$ cat config.mk
export PLATFORM = sky130hd
export DESIGN_NAME = nibble_unpacker
export DESIGN_NICKNAME = d
export VERILOG_FILES = /design/src/rtl/nibble_unpacker.sv
export SDC_FILE = /design/constraint.sdc
export NUM_CORES = 1
export LEC_CHECK = 0
export BUFFER_PORTS_ARGS = -buffer_cell sky130_fd_sc_hd__buf_4
export CELL_PAD_IN_SITES_DETAIL_PLACEMENT = 0
export CELL_PAD_IN_SITES_GLOBAL_PLACEMENT = 1
export CORE_UTILIZATION = 35
export DETAILED_ROUTE_END_ITERATION = 10
export GPL_TIMING_DRIVEN = 0
export PLACE_DENSITY_LB_ADDON = 0.08
export SLEW_MARGIN = 20
export SYNTH_ARGS = -nofsm -noshare
export SYNTH_HDL_FRONTEND = slang
export SYNTH_SLANG_ARGS = --single-unit
$ cat constraint.sdc
create_clock -name clk -period 1.48 [get_ports clk]
set_input_delay 0 -clock clk [delete_from_list [all_inputs] [get_ports clk]]
set_output_delay 0 -clock clk [all_outputs]
set_load 0.05 [all_outputs]
$ cat src/rtl/nibble_unpacker.sv
// Splits a {b,a} word into its two DW-bit halves, one half per output transfer,
// and flags words whose halves are equal.
module nibble_unpacker #(
  parameter int unsigned DW        = 4,
  parameter bit          LSB_FIRST = 1'b1
) (
  input  logic            clk,
  input  logic            rst,
  input  logic [2*DW-1:0] in_data,
  input  logic            in_valid,
  output logic            in_ready,
  output logic [DW-1:0]   out_data,
  output logic            out_valid,
  input  logic            out_ready,
  output logic            out_last,
  output logic            out_rep
);

  typedef enum logic [1:0] {StEmpty, StFirst, StSecond} state_e;

  state_e            state_q, state_d;
  logic [2*DW-1:0]   hold_q, hold_d;
  logic [DW-1:0]     out_data_q, out_data_d;
  logic              out_valid_q, out_valid_d;
  logic              out_last_q, out_last_d;
  logic              out_rep_q, out_rep_d;

  logic [DW-1:0]     in_lo, in_hi, first_in, second_held;
  logic              in_xfer;

  assign in_lo       = in_data[DW-1:0];
  assign in_hi       = in_data[2*DW-1:DW];
  assign first_in    = LSB_FIRST ? in_lo : in_hi;
  assign second_held = LSB_FIRST ? hold_q[2*DW-1:DW] : hold_q[DW-1:0];

  // A new word may enter while the last half of the previous one is leaving.
  assign in_ready = !rst && ((state_q == StEmpty) || ((state_q == StSecond) && out_ready));
  assign in_xfer  = in_valid && in_ready;

  always_comb begin
    state_d     = state_q;
    hold_d      = hold_q;
    out_data_d  = out_data_q;
    out_valid_d = out_valid_q;
    out_last_d  = out_last_q;
    out_rep_d   = out_rep_q;

    unique case (state_q)
      StEmpty: begin
        if (in_xfer) begin
          state_d     = StFirst;
          hold_d      = in_data;
          out_data_d  = first_in;
          out_valid_d = 1'b1;
          out_last_d  = 1'b0;
          out_rep_d   = (in_hi == in_lo);
        end
      end
      StFirst: begin
        if (out_ready) begin
          state_d    = StSecond;
          out_data_d = second_held;
          out_last_d = 1'b1;
        end
      end
      StSecond: begin
        if (out_ready) begin
          if (in_xfer) begin
            state_d     = StFirst;
            hold_d      = in_data;
            out_data_d  = first_in;
            out_valid_d = 1'b1;
            out_last_d  = 1'b0;
            out_rep_d   = (in_hi == in_lo);
          end else begin
            state_d     = StEmpty;
            out_data_d  = '0;
            out_valid_d = 1'b0;
            out_last_d  = 1'b0;
            out_rep_d   = 1'b0;
          end
        end
      end
      default: begin
        state_d     = StEmpty;
        out_data_d  = '0;
        out_valid_d = 1'b0;
        out_last_d  = 1'b0;
        out_rep_d   = 1'b0;
      end
    endcase
  end

  always_ff @(posedge clk or posedge rst) begin
    if (rst) begin
      state_q     <= StEmpty;
      hold_q      <= '0;
      out_data_q  <= '0;
      out_valid_q <= 1'b0;
      out_last_q  <= 1'b0;
      out_rep_q   <= 1'b0;
    end else begin
      state_q     <= state_d;
      hold_q      <= hold_d;
      out_data_q  <= out_data_d;
      out_valid_q <= out_valid_d;
      out_last_q  <= out_last_d;
      out_rep_q   <= out_rep_d;
    end
  end

  assign out_data  = out_data_q;
  assign out_valid = out_valid_q;
  assign out_last  = out_last_q;
  assign out_rep   = out_rep_q;

endmodule
# --- Word level (Yosys, flattened, before mapping) ---
# Index checks and enable logic that the tools add are counted.
word_totals:
  regBits: 17
  in_bits: 12
  wordCells: 48
classes:
  eq_ne: 6
  n_reduce_logical: 10
  n_bitwise: 1
  mux: 25
op_table:
  columns: ["cell", "count"]
  rows:
  - ["2-to-1 mux 4 bit", 4]
  - ["2-to-1 mux 8 bit", 2]
  - ["case mux 8 bit (2 select lines)", 1]
  - ["case mux 4 bit (3 select lines)", 1]
  - ["2-to-1 mux 1 bit", 10]
  - ["case mux 1 bit (3 select lines)", 3]
  - ["2-to-1 mux 2 bit", 3]
  - ["!= test 2 bit, second input constant", 3]
  - ["case mux 2 bit (3 select lines)", 1]
  - ["AND reduction 3 bit", 2]
  - ["== test 4 bit", 1]
  - ["logical AND 1 bit", 3]
  - ["== test 2 x 1 -> 1 bit, second input constant", 1]
  - ["== test 2 bit, second input constant", 1]
  - ["logical NOT 2 bit", 1]
  - ["AND reduction 2 bit", 1]
  - ["nonzero test 2 bit", 1]
  - ["logical NOT 1 bit", 1]
  - ["logical OR 1 bit", 1]
  - ["NOT 1 bit", 1]

# --- Logic depth before layout (Yosys ltp) ---
depth:
  word_depth: 8
  ltp_mapped: 5
  mapped_depth_nobuf: 4

# --- Worst setup path before layout ---
# Ideal clock, no wire load.
synth_timing:
  path_type: "register to output"
  startpoint: "register out_last (netlist name)"
  endpoint: "output in_ready"
  path_stages_with_launch: 3
  t_arrival_ps: 1865
  setup_slack_ps: -385
  path_cell_list: "dfrtp_1 > nor2b_4 > nor3_1"
synth_rtl:
  columns: ["item", "line_no", "rtl"]
  rows:
  - ["end, declared", "11", "output logic in_ready,"]

# --- Final worst setup path ---
layout_timing:
  startpoint: "register state_q[0]"
  endpoint: "register hold_q[6]"
layout_between:
  elab_chain_cells: 8
  elab_cells_between_ends: 12
  classes_between: "2 x eq/ne; 3 x mux; 7 x reduce/logical"
layout_rtl:
  columns: ["item", "line_no", "rtl"]
  rows:
  - ["start, declared", "21", "state_e state_q, state_d;"]
  - ["start signal, assigned", "96", "state_q <= StEmpty;"]
  - ["start signal, assigned", "103", "state_q <= state_d;"]
  - ["== test 2 bit", "37, 48", null]
  - ["logical AND 1 bit", "37", "assign in_ready = !rst && ((state_q == StEmpty) || ((state_q == StSecond) && out_ready));"]
  - ["logical OR 1 bit", "37", null]
  - ["logical AND 1 bit", "37", null]
  - ["logical AND 1 bit", "38", "assign in_xfer = in_valid && in_ready;"]
  - ["2-to-1 mux 8 bit (2 in a row)", null, null]
  - ["case mux 8 bit (2 select lines)", "48", "unique case (state_q)"]
  - ["end signal, assigned", "104", "hold_q <= hold_d;"]
  - ["end, declared", "22", "logic [2*DW-1:0] hold_q, hold_d;"]
# Parallel ways exist; a longest one is shown, timed or not. The select of a mux whose other input is x is not followed.
# A chain may end at the register's enable or synchronous reset.

==> parameters.txt <==
Parameter                              Value

Global routing
  Global route total overflow ... 0
  Via count of the first global-routing pass ... 510
  Antenna violations before repair ... 0
  Global-route usage over all layers ... 16.4%
  First-pass GRT wire length ... 2240 µm
  Maximum number of pins on one net before global-route repair ... 13

Routing
  DRT iter0 DRCs ... 17
  Vias ... 515
  DRC viols ... 0
  Number of vias per cell ... 5.20
  Wire length per cell ... 13.4 µm
  Post-route antenna net violation count ... 0
  Number of optimization iterations in the first detailed-route pass ... 4
  Overall routed net length ... 1330 µm

Floorplanning
  Number of placement rows ... 14
  Die width ... 43.2 µm
  Initial core utilization ... 38.6%
  Die area ... 0.00187 mm²
  Top-level I/O count ... 20
  Area of the placeable core ... 0.00154 mm²
  Die H ... 43.2 µm

Synthesis
  Net count after synthesis ... 64
  Proportion of synthesized area in mux cells ... 11.8%
  Synthesized-area fraction occupied by adder cells ... 0%
  Post-synthesis sequential area ratio ... 50.5%
  Post-synthesis share of cell area spent on and, or, nand and nor gates ... 17.3%
  XOR/XNOR share of the synthesized area ... 5.89%
  Synth Cell Area ... 594 µm²
  Total of flip-flops plus latches after synthesis ... 12
  Synth Instances ... 52
  Largest family of logic cells by synthesized area ... simple AND/OR/NAND/NOR gates
  Number of warnings issued by yosys ... 0
  Number of different library cells in the post-synthesis netlist ... 23
  Average cell area after synthesis ... 11.4 µm²
  Share of the synthesized area in compound gates (AO/OA/AOI/OAI) ... 13.1%

Timing
  Max-slew headroom ... 63.5%
  Final worst path period need ... 1.40 ns
  Hold slack final ... 0.0621 ns
  Accumulated negative setup slack ... 0 ns
  Unrepaired setup endpoints after global routing ... no
  Final-report max-slew violation count ... 0
  Max Freq ... 716 MHz
  Final clock period utilization by the worst path ... 94.3%
  Number of failing hold endpoints at the final stage ... 0
  Post-Route Skew ... 0.00667 ns
  Setup Viol. Count Final ... 0
  Pin slew with the least headroom to its limit ... 0.546 ns

Finish
  Final-stage net count ... 96
  Number of filler cells placed in the layout ... 150
  Fraction of layout cells with a size suffix above 1 ... 34.9%
  Most frequent cells in the layout ... buf_4, dfrtp_1, dlygate4sd3_1
  Area growth, synth to finish ... 48.0%
  Diode count ... 0
  Post-Route Utilization ... 57.1%
  Commonest non-fill, non-tap cell in the layout ... buf_4

Clocking
  Clock tree from TritonCTS ... done
  Clock insertion delay at the later pin of the skew report ... 0.27 ns
  Post-CTS setup buffers ... 0
  Clock-pin transition on the worst setup and hold timing paths ... 0.08 ns
  Clock tree sinks ... 12
  Root buf cell ... clkbuf_4
  Clock buffer count from CTS ... 3
  Maximum count of clock buffers along a single path ... 2
  Max H-tree Level ... 1

Worst setup path
  Timing startpoint of the critical path ... state_q[0]
  Critical Path Fanout Max ... 9
  CP startpoint kind ... flop
  R2R cell count ... 4
  Data required time at the worst endpoint ... 1.63 ns
  FF-to-FF Start ... state_q[0]
  Worst setup path category ... reg2reg
  Endpoint type of the worst setup path ... flop
  Data arrival time of the critical path ... 1.55 ns

Run status
  Run status ... finished clean

Place
  Half-perimeter wire length of the detailed placement result ... 919 µm
  Final estimated routing congestion in global placement ... 0.733
  Buffers on Ports ... 19

Power
  Power Dens Cells ... 1470 mW/mm²
  Peak supply drop ... 0.771 mV
  Static power due to leakage ... 0.408 nW
  Design Power ... 1.29 mW

Job
  Max-capacitance violation count ... 0

Min path
  Type of the most critical hold path ... in2reg
  Worst Min Path Start ... in_valid
  Hold-critical path depth ... 3
[registers in the layout (all words and copies together), names as in the netlist]
signal     count
hold_q         4
out_data       4
out_last       1
out_rep        1
out_valid      1
state_q        1
[report_power, final]
group / switching [mW] / total [mW] / internal (mW)
clock network: 0.107 / 0.256 / 0.150
logic: 0.342 / 0.559 / 0.217
registers: 0.0537 / 0.474 / 0.420
total: 0.503 / 1.29 / 0.786
[cell families (layout without fill, tap and decap cells)]
| logic type | Yosys count | count (layout) |
|---|---|---|
| simple gates | 17 | 17 |
| mux | 6 | 6 |
| buf+inv | 2 | 33 |
| flops | 12 | 12 |
| compound gates | 11 | 11 |
| xor+xnor | 4 | 4 |
[layer usage]
layer	part of all wire [%]	track usage (%)	up-vias
met5	0	0	-
met4	0.75	3.64	0
met3	6.1	6.38	2
met2	49	26.3	15
met1	44	20.7	248
li1	-	-	250
[layout make-up]
| class | count | area, µm² | share of cell area (%) |
|---|---|---|---|
| plain buffers | 1 | 5.00 | 0.569 |
| clock buffers | 4 | 36.3 | 4.13 |
| inverters | 1 | 3.75 | 0.427 |
| multi-input cells | 38 | 290 | 33.0 |
| flip-flops and latches | 12 | 302 | 34.3 |
| well taps | 16 | 20.0 | 2.28 |
| repair buffers | 27 | 223 | 25.3 |
[per-stage QoR]
step,setup slack [ns],cells,area [µm²]
floorplan,0.0454,52,601
global placement,0.0616,87,763
detailed placement,0.0731,87,763
CTS,0.0741,99,880
global route,0.00958,99,880
finish,0.0837,99,880
[cells in the mapped netlist]
master    count  area [µm²]
dfrtp_1      12         300
mux2_1        4        45.0
nand2_1       4        15.0
xnor2_1       4        35.0
a221o_1       3        30.0
and2_1        3        18.8
o21ai_0       3        15.0
a21oi_1       2        10.0
nand2b_1      2        12.5
nor2_1        2        7.51
and3b_1       1        8.76
buf_2         1        5.00
inv_1         1        3.75
mux2_4        1        15.0
mux2i_1       1        10.0
nand3_1       1        5.00
nand3_2       1        10.0
nand4_1       1        6.26
nor2b_4       1        13.8
nor3_1        1        5.00
o21bai_1      1        7.51
o22ai_1       1        6.26
o31a_1        1        8.76
[critical path: stages (launching register included)]
cell	delay, ns
dfrtp_1	0.37
buf_2	0.17
nor2_1	0.17
nand3_2	0.20
mux2_1	0.36
[repair_timing]
item,4_1_cts,5_1_grt
endpoints found under the hold margin,19,0
gates resized for setup,0,0
hold buffers,8,0
[path summary, 6_finish.rpt]
path	end	slack, ns
max	hold_q[6]	0.08
min	state_q[0]	0.06
max reg2reg	hold_q[6]	0.08
min reg2reg	out_valid	0.48
max in group asynchronous	out_last	0.74
min in group asynchronous	state_q[0]	0.35
(Power assumes the default switching activity.)
